<file path="config.mk">
export PLATFORM = sky130hd
export DESIGN_NAME = ftdi_cmd_rx_flat
export DESIGN_NICKNAME = d
export VERILOG_FILES = /design/src/rtl/ftdi_cmd_rx_if.sv /design/src/rtl/ftdi_cmd_rx.sv /design/src/flat_wrapper.sv
export SDC_FILE = /design/constraint.sdc
export NUM_CORES = 1
export LEC_CHECK = 0
export ABC_AREA = 1
export BUFFER_PORTS_ARGS = -buffer_cell sky130_fd_sc_hd__buf_2
export CAP_MARGIN = 20
export CORE_ASPECT_RATIO = 0.9
export CORE_MARGIN = 3
export CORE_UTILIZATION = 50
export CTS_BUF_LIST = sky130_fd_sc_hd__clkbuf_4 sky130_fd_sc_hd__clkbuf_8
export DETAILED_ROUTE_END_ITERATION = 10
export PLACE_DENSITY = 0.71
export SLEW_MARGIN = 15
export SYNTH_ARGS = -nofsm -noshare
export SYNTH_HDL_FRONTEND = slang
export SYNTH_SLANG_ARGS = --single-unit
</file>
<file path="constraint.sdc">
create_clock -name clk -period 2.5 [get_ports clk]
set_input_delay 0.375 -clock clk [delete_from_list [all_inputs] [get_ports clk]]
set_output_delay 0.375 -clock clk [all_outputs]
set_load 0.02 [all_outputs]
</file>
<file path="src/rtl/ftdi_cmd_rx_if.sv">
// Handshake bundle for ftdi_cmd_rx: read-sequencer ACT/READY/DONE side,
// command valid/ready side toward the bus master, and drop reporting.
interface ftdi_cmd_rx_if;
    logic        oACT_RD_n;
    logic        iREADY_RD_n;
    logic        iDONE_RD_n;
    logic [7:0]  iRD_DATA;
    logic        oCMD_VALID;
    logic        iCMD_READY;
    logic        oCMD_WR;
    logic [15:0] oCMD_ADDR;
    logic [31:0] oCMD_WDATA;
    logic        oERR;
    logic [7:0]  oERR_CNT;

    modport master (
        output oACT_RD_n,
        input  iREADY_RD_n,
        input  iDONE_RD_n,
        input  iRD_DATA,
        output oCMD_VALID,
        input  iCMD_READY,
        output oCMD_WR,
        output oCMD_ADDR,
        output oCMD_WDATA,
        output oERR,
        output oERR_CNT
    );

    modport slave (
        input  oACT_RD_n,
        output iREADY_RD_n,
        output iDONE_RD_n,
        output iRD_DATA,
        input  oCMD_VALID,
        output iCMD_READY,
        input  oCMD_WR,
        input  oCMD_ADDR,
        input  oCMD_WDATA,
        input  oERR,
        input  oERR_CNT
    );
endinterface

</file>
<file path="src/rtl/ftdi_cmd_rx.sv">
// Byte-at-a-time packet parser behind the FT245R read sequencer; emits read/write
// commands on a valid/ready port. Define FTDI_CMD_CSUM_EN for a trailing XOR checksum.
module ftdi_cmd_rx #(
    parameter logic [7:0] CMD_WR = 8'h57,
    parameter logic [7:0] CMD_RD = 8'h52
) (
    input  logic          clk,
    input  logic          rst,
    ftdi_cmd_rx_if.master bus
);

    typedef enum logic [1:0] {S_REQ, S_WAIT, S_DECODE, S_ISSUE} state_t;

`ifdef FTDI_CMD_CSUM_EN
    localparam logic [2:0] LEN_RD = 3'd4;
    // An 8-byte write wraps the 3-bit counter back to zero
    localparam logic [2:0] LEN_WR = 3'd0;
`else
    localparam logic [2:0] LEN_RD = 3'd3;
    localparam logic [2:0] LEN_WR = 3'd7;
`endif
    localparam logic [2:0] LAST_RD_DATA = 3'd2;
    localparam logic [2:0] LAST_WR_DATA = 3'd6;

    state_t      state, state_next;
    logic        act_n, act_n_next;
    logic [2:0]  cnt, cnt_next;
    logic [7:0]  hdr, hdr_next;
    logic [47:0] payload, payload_next;
    logic        valid, valid_next;
    logic        wr, wr_next;
    logic [15:0] addr, addr_next;
    logic [31:0] wdata, wdata_next;
    logic        err, err_next;
    logic [7:0]  err_cnt, err_cnt_next;
    logic        is_wr, hdr_ok, pkt_done, csum_ok;

`ifdef FTDI_CMD_CSUM_EN
    logic [7:0]  acc, acc_next;
    assign csum_ok = (acc == 8'h00);
`else
    assign csum_ok = 1'b1;
`endif

    assign is_wr    = (hdr == CMD_WR);
    assign hdr_ok   = is_wr || (hdr == CMD_RD);
    assign pkt_done = (cnt == (is_wr ? LEN_WR : LEN_RD));

    always_ff @(posedge clk or negedge rst) begin
        if (!rst) begin
            state   <= S_REQ;
            act_n   <= 1'b1;
            cnt     <= 3'd0;
            hdr     <= 8'h00;
            payload <= 48'h0;
            valid   <= 1'b0;
            wr      <= 1'b0;
            addr    <= 16'h0;
            wdata   <= 32'h0;
            err     <= 1'b0;
            err_cnt <= 8'h00;
`ifdef FTDI_CMD_CSUM_EN
            acc     <= 8'h00;
`endif
        end else begin
            state   <= state_next;
            act_n   <= act_n_next;
            cnt     <= cnt_next;
            hdr     <= hdr_next;
            payload <= payload_next;
            valid   <= valid_next;
            wr      <= wr_next;
            addr    <= addr_next;
            wdata   <= wdata_next;
            err     <= err_next;
            err_cnt <= err_cnt_next;
`ifdef FTDI_CMD_CSUM_EN
            acc     <= acc_next;
`endif
        end
    end

    always_comb begin
        state_next   = state;
        act_n_next   = 1'b1;
        cnt_next     = cnt;
        hdr_next     = hdr;
        payload_next = payload;
        valid_next   = valid;
        wr_next      = wr;
        addr_next    = addr;
        wdata_next   = wdata;
        err_next     = 1'b0;
        err_cnt_next = err_cnt;
`ifdef FTDI_CMD_CSUM_EN
        acc_next     = acc;
`endif
        case (state)
            S_REQ: begin
                if (!bus.iREADY_RD_n && !valid) begin
                    act_n_next = 1'b0;
                    state_next = S_WAIT;
                end
            end
            // READY may still read stale-low here, so only DONE matters
            S_WAIT: begin
                if (!bus.iDONE_RD_n) begin
                    cnt_next = cnt + 3'd1;
                    if (cnt == 3'd0)
                        hdr_next = bus.iRD_DATA;
                    else if (cnt <= (is_wr ? LAST_WR_DATA : LAST_RD_DATA))
                        payload_next = {payload[39:0], bus.iRD_DATA};
`ifdef FTDI_CMD_CSUM_EN
                    acc_next = acc ^ bus.iRD_DATA;
`endif
                    state_next = S_DECODE;
                end
            end
            S_DECODE: begin
                if (!hdr_ok || (pkt_done && !csum_ok)) begin
                    err_next = 1'b1;
                    if (err_cnt != 8'hFF)
                        err_cnt_next = err_cnt + 8'd1;
                    cnt_next   = 3'd0;
`ifdef FTDI_CMD_CSUM_EN
                    acc_next   = 8'h00;
`endif
                    state_next = S_REQ;
                end else if (!pkt_done) begin
                    state_next = S_REQ;
                end else begin
                    valid_next = 1'b1;
                    wr_next    = is_wr;
                    addr_next  = is_wr ? payload[47:32] : payload[15:0];
                    wdata_next = is_wr ? payload[31:0] : 32'h0;
                    state_next = S_ISSUE;
                end
            end
            S_ISSUE: begin
                if (bus.iCMD_READY) begin
                    valid_next = 1'b0;
                    cnt_next   = 3'd0;
`ifdef FTDI_CMD_CSUM_EN
                    acc_next   = 8'h00;
`endif
                    state_next = S_REQ;
                end
            end
            default: state_next = S_REQ;
        endcase
    end

    assign bus.oACT_RD_n  = act_n;
    assign bus.oCMD_VALID = valid;
    assign bus.oCMD_WR    = wr;
    assign bus.oCMD_ADDR  = addr;
    assign bus.oCMD_WDATA = wdata;
    assign bus.oERR       = err;
    assign bus.oERR_CNT   = err_cnt;

endmodule

</file>
<file path="src/flat_wrapper.sv">
// flat-port wrapper written by rule: the top's interface ports become plain ports
module ftdi_cmd_rx_flat 
#(
    parameter logic [7:0] CMD_WR = 8'h57,
    parameter logic [7:0] CMD_RD = 8'h52
)
  (clk, rst, bus_oACT_RD_n, bus_iREADY_RD_n, bus_iDONE_RD_n, bus_iRD_DATA, bus_oCMD_VALID, bus_iCMD_READY, bus_oCMD_WR, bus_oCMD_ADDR, bus_oCMD_WDATA, bus_oERR, bus_oERR_CNT);
  ftdi_cmd_rx_if bus_i ();
  input  logic clk;
  input  logic rst;
  output wire logic [$bits(bus_i.oACT_RD_n)-1:0] bus_oACT_RD_n;
  input wire logic [$bits(bus_i.iREADY_RD_n)-1:0] bus_iREADY_RD_n;
  input wire logic [$bits(bus_i.iDONE_RD_n)-1:0] bus_iDONE_RD_n;
  input wire logic [$bits(bus_i.iRD_DATA)-1:0] bus_iRD_DATA;
  output wire logic [$bits(bus_i.oCMD_VALID)-1:0] bus_oCMD_VALID;
  input wire logic [$bits(bus_i.iCMD_READY)-1:0] bus_iCMD_READY;
  output wire logic [$bits(bus_i.oCMD_WR)-1:0] bus_oCMD_WR;
  output wire logic [$bits(bus_i.oCMD_ADDR)-1:0] bus_oCMD_ADDR;
  output wire logic [$bits(bus_i.oCMD_WDATA)-1:0] bus_oCMD_WDATA;
  output wire logic [$bits(bus_i.oERR)-1:0] bus_oERR;
  output wire logic [$bits(bus_i.oERR_CNT)-1:0] bus_oERR_CNT;
  assign bus_oACT_RD_n = bus_i.oACT_RD_n;
  assign bus_i.iREADY_RD_n = bus_iREADY_RD_n;
  assign bus_i.iDONE_RD_n = bus_iDONE_RD_n;
  assign bus_i.iRD_DATA = bus_iRD_DATA;
  assign bus_oCMD_VALID = bus_i.oCMD_VALID;
  assign bus_i.iCMD_READY = bus_iCMD_READY;
  assign bus_oCMD_WR = bus_i.oCMD_WR;
  assign bus_oCMD_ADDR = bus_i.oCMD_ADDR;
  assign bus_oCMD_WDATA = bus_i.oCMD_WDATA;
  assign bus_oERR = bus_i.oERR;
  assign bus_oERR_CNT = bus_i.oERR_CNT;
  ftdi_cmd_rx #(.CMD_WR(CMD_WR), .CMD_RD(CMD_RD)) u_core (.clk(clk), .rst(rst), .bus(bus_i));
endmodule
</file>
==> flow_summary.ini <==
[placement]
place_hpwl_mm = 8.10
gp_congestion = 0.839
placement.io_buffers = 72
place_area_mm2 = 0.00575
dpl.cell_count = 806

[setup_path]
crit_arrival_ns = 2.62
rrSetupSlack_ns = 0.24
cp-end-kind = flop
crit_fanout = 49
worstPathRequired_ns = 2.86
criticalPathCategory = flop to flop
critPathLaunchType = flop

[timing]
clock.fmax_mhz = 442
finalHoldViolCount = 0
holdWs_ns = 0.175
rsz0062_at_grt = false
drv_slew = 0
setup_viol = 0
post-route-period-util = 0.904
fin_worst_skew_ns = 0.0101
tightest_slew_ns = 0.493
post-route-min-period_ns = 2.26
relSlewSlack = 0.671
setup_tns_ns = 0

[synth]
ys_seq_elements = 121
netlist_area_mm2 = 0.00529
synthTopCellsByCount = nand2_1 (239), dfrtp_1 (120), inv_1 (71)
ys.flop_type = dfrtp_1
synth_seq_area_share = 0.573
synth_edf_count = 0
yosysTopAreaCellShare = 0.568
ys.warnings.count = 0
syn_avg_cell_area_um2 = 8.43
synth_cells = 627
synth_area_leader_cell = dfrtp_1
async_reset_ff_frac = 1.00
synth.area.top_cells = dfrtp_1 (57%), nand2_1 (17%), nand3_1 (5.2%)
yosysMostFrequentCell = nand2_1
syn_nets = 645
yosysUniqueCellTypes = 27

[global_route]
grt_usage = 0.213
grt_pass1_wl_mm = 20.0
grt_pass1_vias = 4070
grt_start_max_net_pins = 97
antenna_found_initial = 0
overflow = 0

[die]
row_count = 34
die_h_um = 104
die_w_um = 114
die_area_mm2 = 0.0118
initial_utilization = 0.529
design.portCount = 73
core_area_mm2 = 0.0100

[drt]
drt_iter0_drc = 391
wl_per_cell_um = 14.2
num_vias = 4257
drc = 0
drt-vias-per-instance = 5.07
final_antenna_net_count = 0
routed_wl_mm = 11.9
dr.pass1.iters = 5

[final_layout]
stdcell_count = 839
nNetsFinal = 718
antenna_cells = 0
final_area_mm2 = 0.00624
syn_to_final_growth_pct = 18.1
drive_above_1_share = 0.175

[clocking]
insertion_delay_ns = 0.42
cts_num_sinks = 121
cts.path.max_buffers = 2
cts_inserted_buffers = 17
cts_tree = yes
root_buffer = clkbuf_8
htreeDepth = 4
clk_pin_slew_ns = 0.07

[min_path]
min_path_type = input pin to flop

[pwr]
vdd_drop_max_mv = 0.482
p_leak_nw = 3.45
p_per_area_mw_per_mm2 = 986

[run_status]
status = finished, final reports clean

[flow_run]
max-cap-violations = 0
## routing by layer
layer / track usage / part of all wire
met2: 0.305 / 0.44
met1: 0.316 / 0.49
met4: 0.0577 / 0.011
met3: 0.0618 / 0.063
met5: 0 / 0
## critical path, cell delays in order (launching register included)
cell	delay (ns)
dfrtp_1	0.38
inv_1	0.09
nand4_1	0.13
inv_2	0.19
nand2_2	0.08
ha_1	0.33
nand2_1	0.10
nor3_4	0.16
inv_2	0.06
nor2_4	0.12
buf_12	0.24
nand3_1	0.19
nand2_1	0.10
## sequential cells by signal, summed over array words and instances, names as in the netlist
signal / count
u_core.bus.oCMD_ADDR: 16
u_core.state: 2
u_core.cnt: 3
u_core.bus.oCMD_WDATA: 32
u_core.bus.oCMD_VALID: 1
u_core.hdr: 8
u_core.bus.oCMD_WR: 1
u_core.bus.oERR: 1
u_core.bus.oERR_CNT: 8
u_core.bus.oACT_RD_n: 1
u_core.payload: 48
## kinds of logic after synthesis
family,share of synthesized area
AO/OA/AOI/OAI,0.0689
XOR/XNOR,0.00828
adder cells (fa/ha/maj),0.0118
buffers and inverters,0.0876
flip-flops,0.573
AND/OR/NAND/NOR,0.251
## where the power goes
part	leakage, nW	internal, mW	switching (mW)
registers	1.64	2.40	0.441
clock network	0.243	1.35	0.777
logic	1.56	0.419	0.769
total	3.45	4.17	1.99
## what timing repair did
action	in CTS	in global routing
endpoints found under the hold margin	21	0
setup buffers	0	0
gates resized for setup	0	0
hold buffers	1	0
## path summary, 6_finish.rpt
path                                      startpoint                        end  cells past startpoint
max                                    u_core.hdr[3]    u_core.bus.oCMD_ADDR[1]                     12
min                                  bus_iREADY_RD_n       u_core.bus.oACT_RD_n                      3
max reg2reg                            u_core.hdr[3]    u_core.bus.oCMD_ADDR[1]                     12
min reg2reg                u_core.bus.oCMD_WDATA[29]  u_core.bus.oCMD_WDATA[29]                      2
max in group asynchronous                        rst  u_core.bus.oCMD_WDATA[19]                      3
min in group asynchronous                        rst            u_core.state[1]                      2
## cell usage in the layout (no fill, tap or decap), drive strengths merged, types with 5 or more instances in the layout
cell    count
inv        76
nor2       17
nand2     240
o21ai      66
buf        82
clkbuf     20
nand3      56
bufinv      6
dfrtp     120
ha          5
## through the flow
| step | utilization | setup slack, ns | total power [mW] |
|---|---|---|---|
| 2_1_floorplan | - | 0.332 | 3.64 |
| 3_3_place_gp | 0.575 | 0.403 | 3.99 |
| 3_5_place_dp | 0.575 | 0.309 | 4.04 |
| 4_1_cts | 0.625 | 0.283 | 6.18 |
| 5_1_grt | 0.625 | 0.0625 | 6.54 |
| 6_report | 0.625 | 0.240 | 6.15 |
## area by class of cell
cell class              instances  area [um^2]
fillers                       858         3750
flip-flops and latches        121         3030
multi-input cells             402         1800
repair buffers                 83          485
inverters                      75          282
clock buffers                  20          269
clock inverters                12          219
well taps                     126          158
Power figures use the tool's default switching activity.
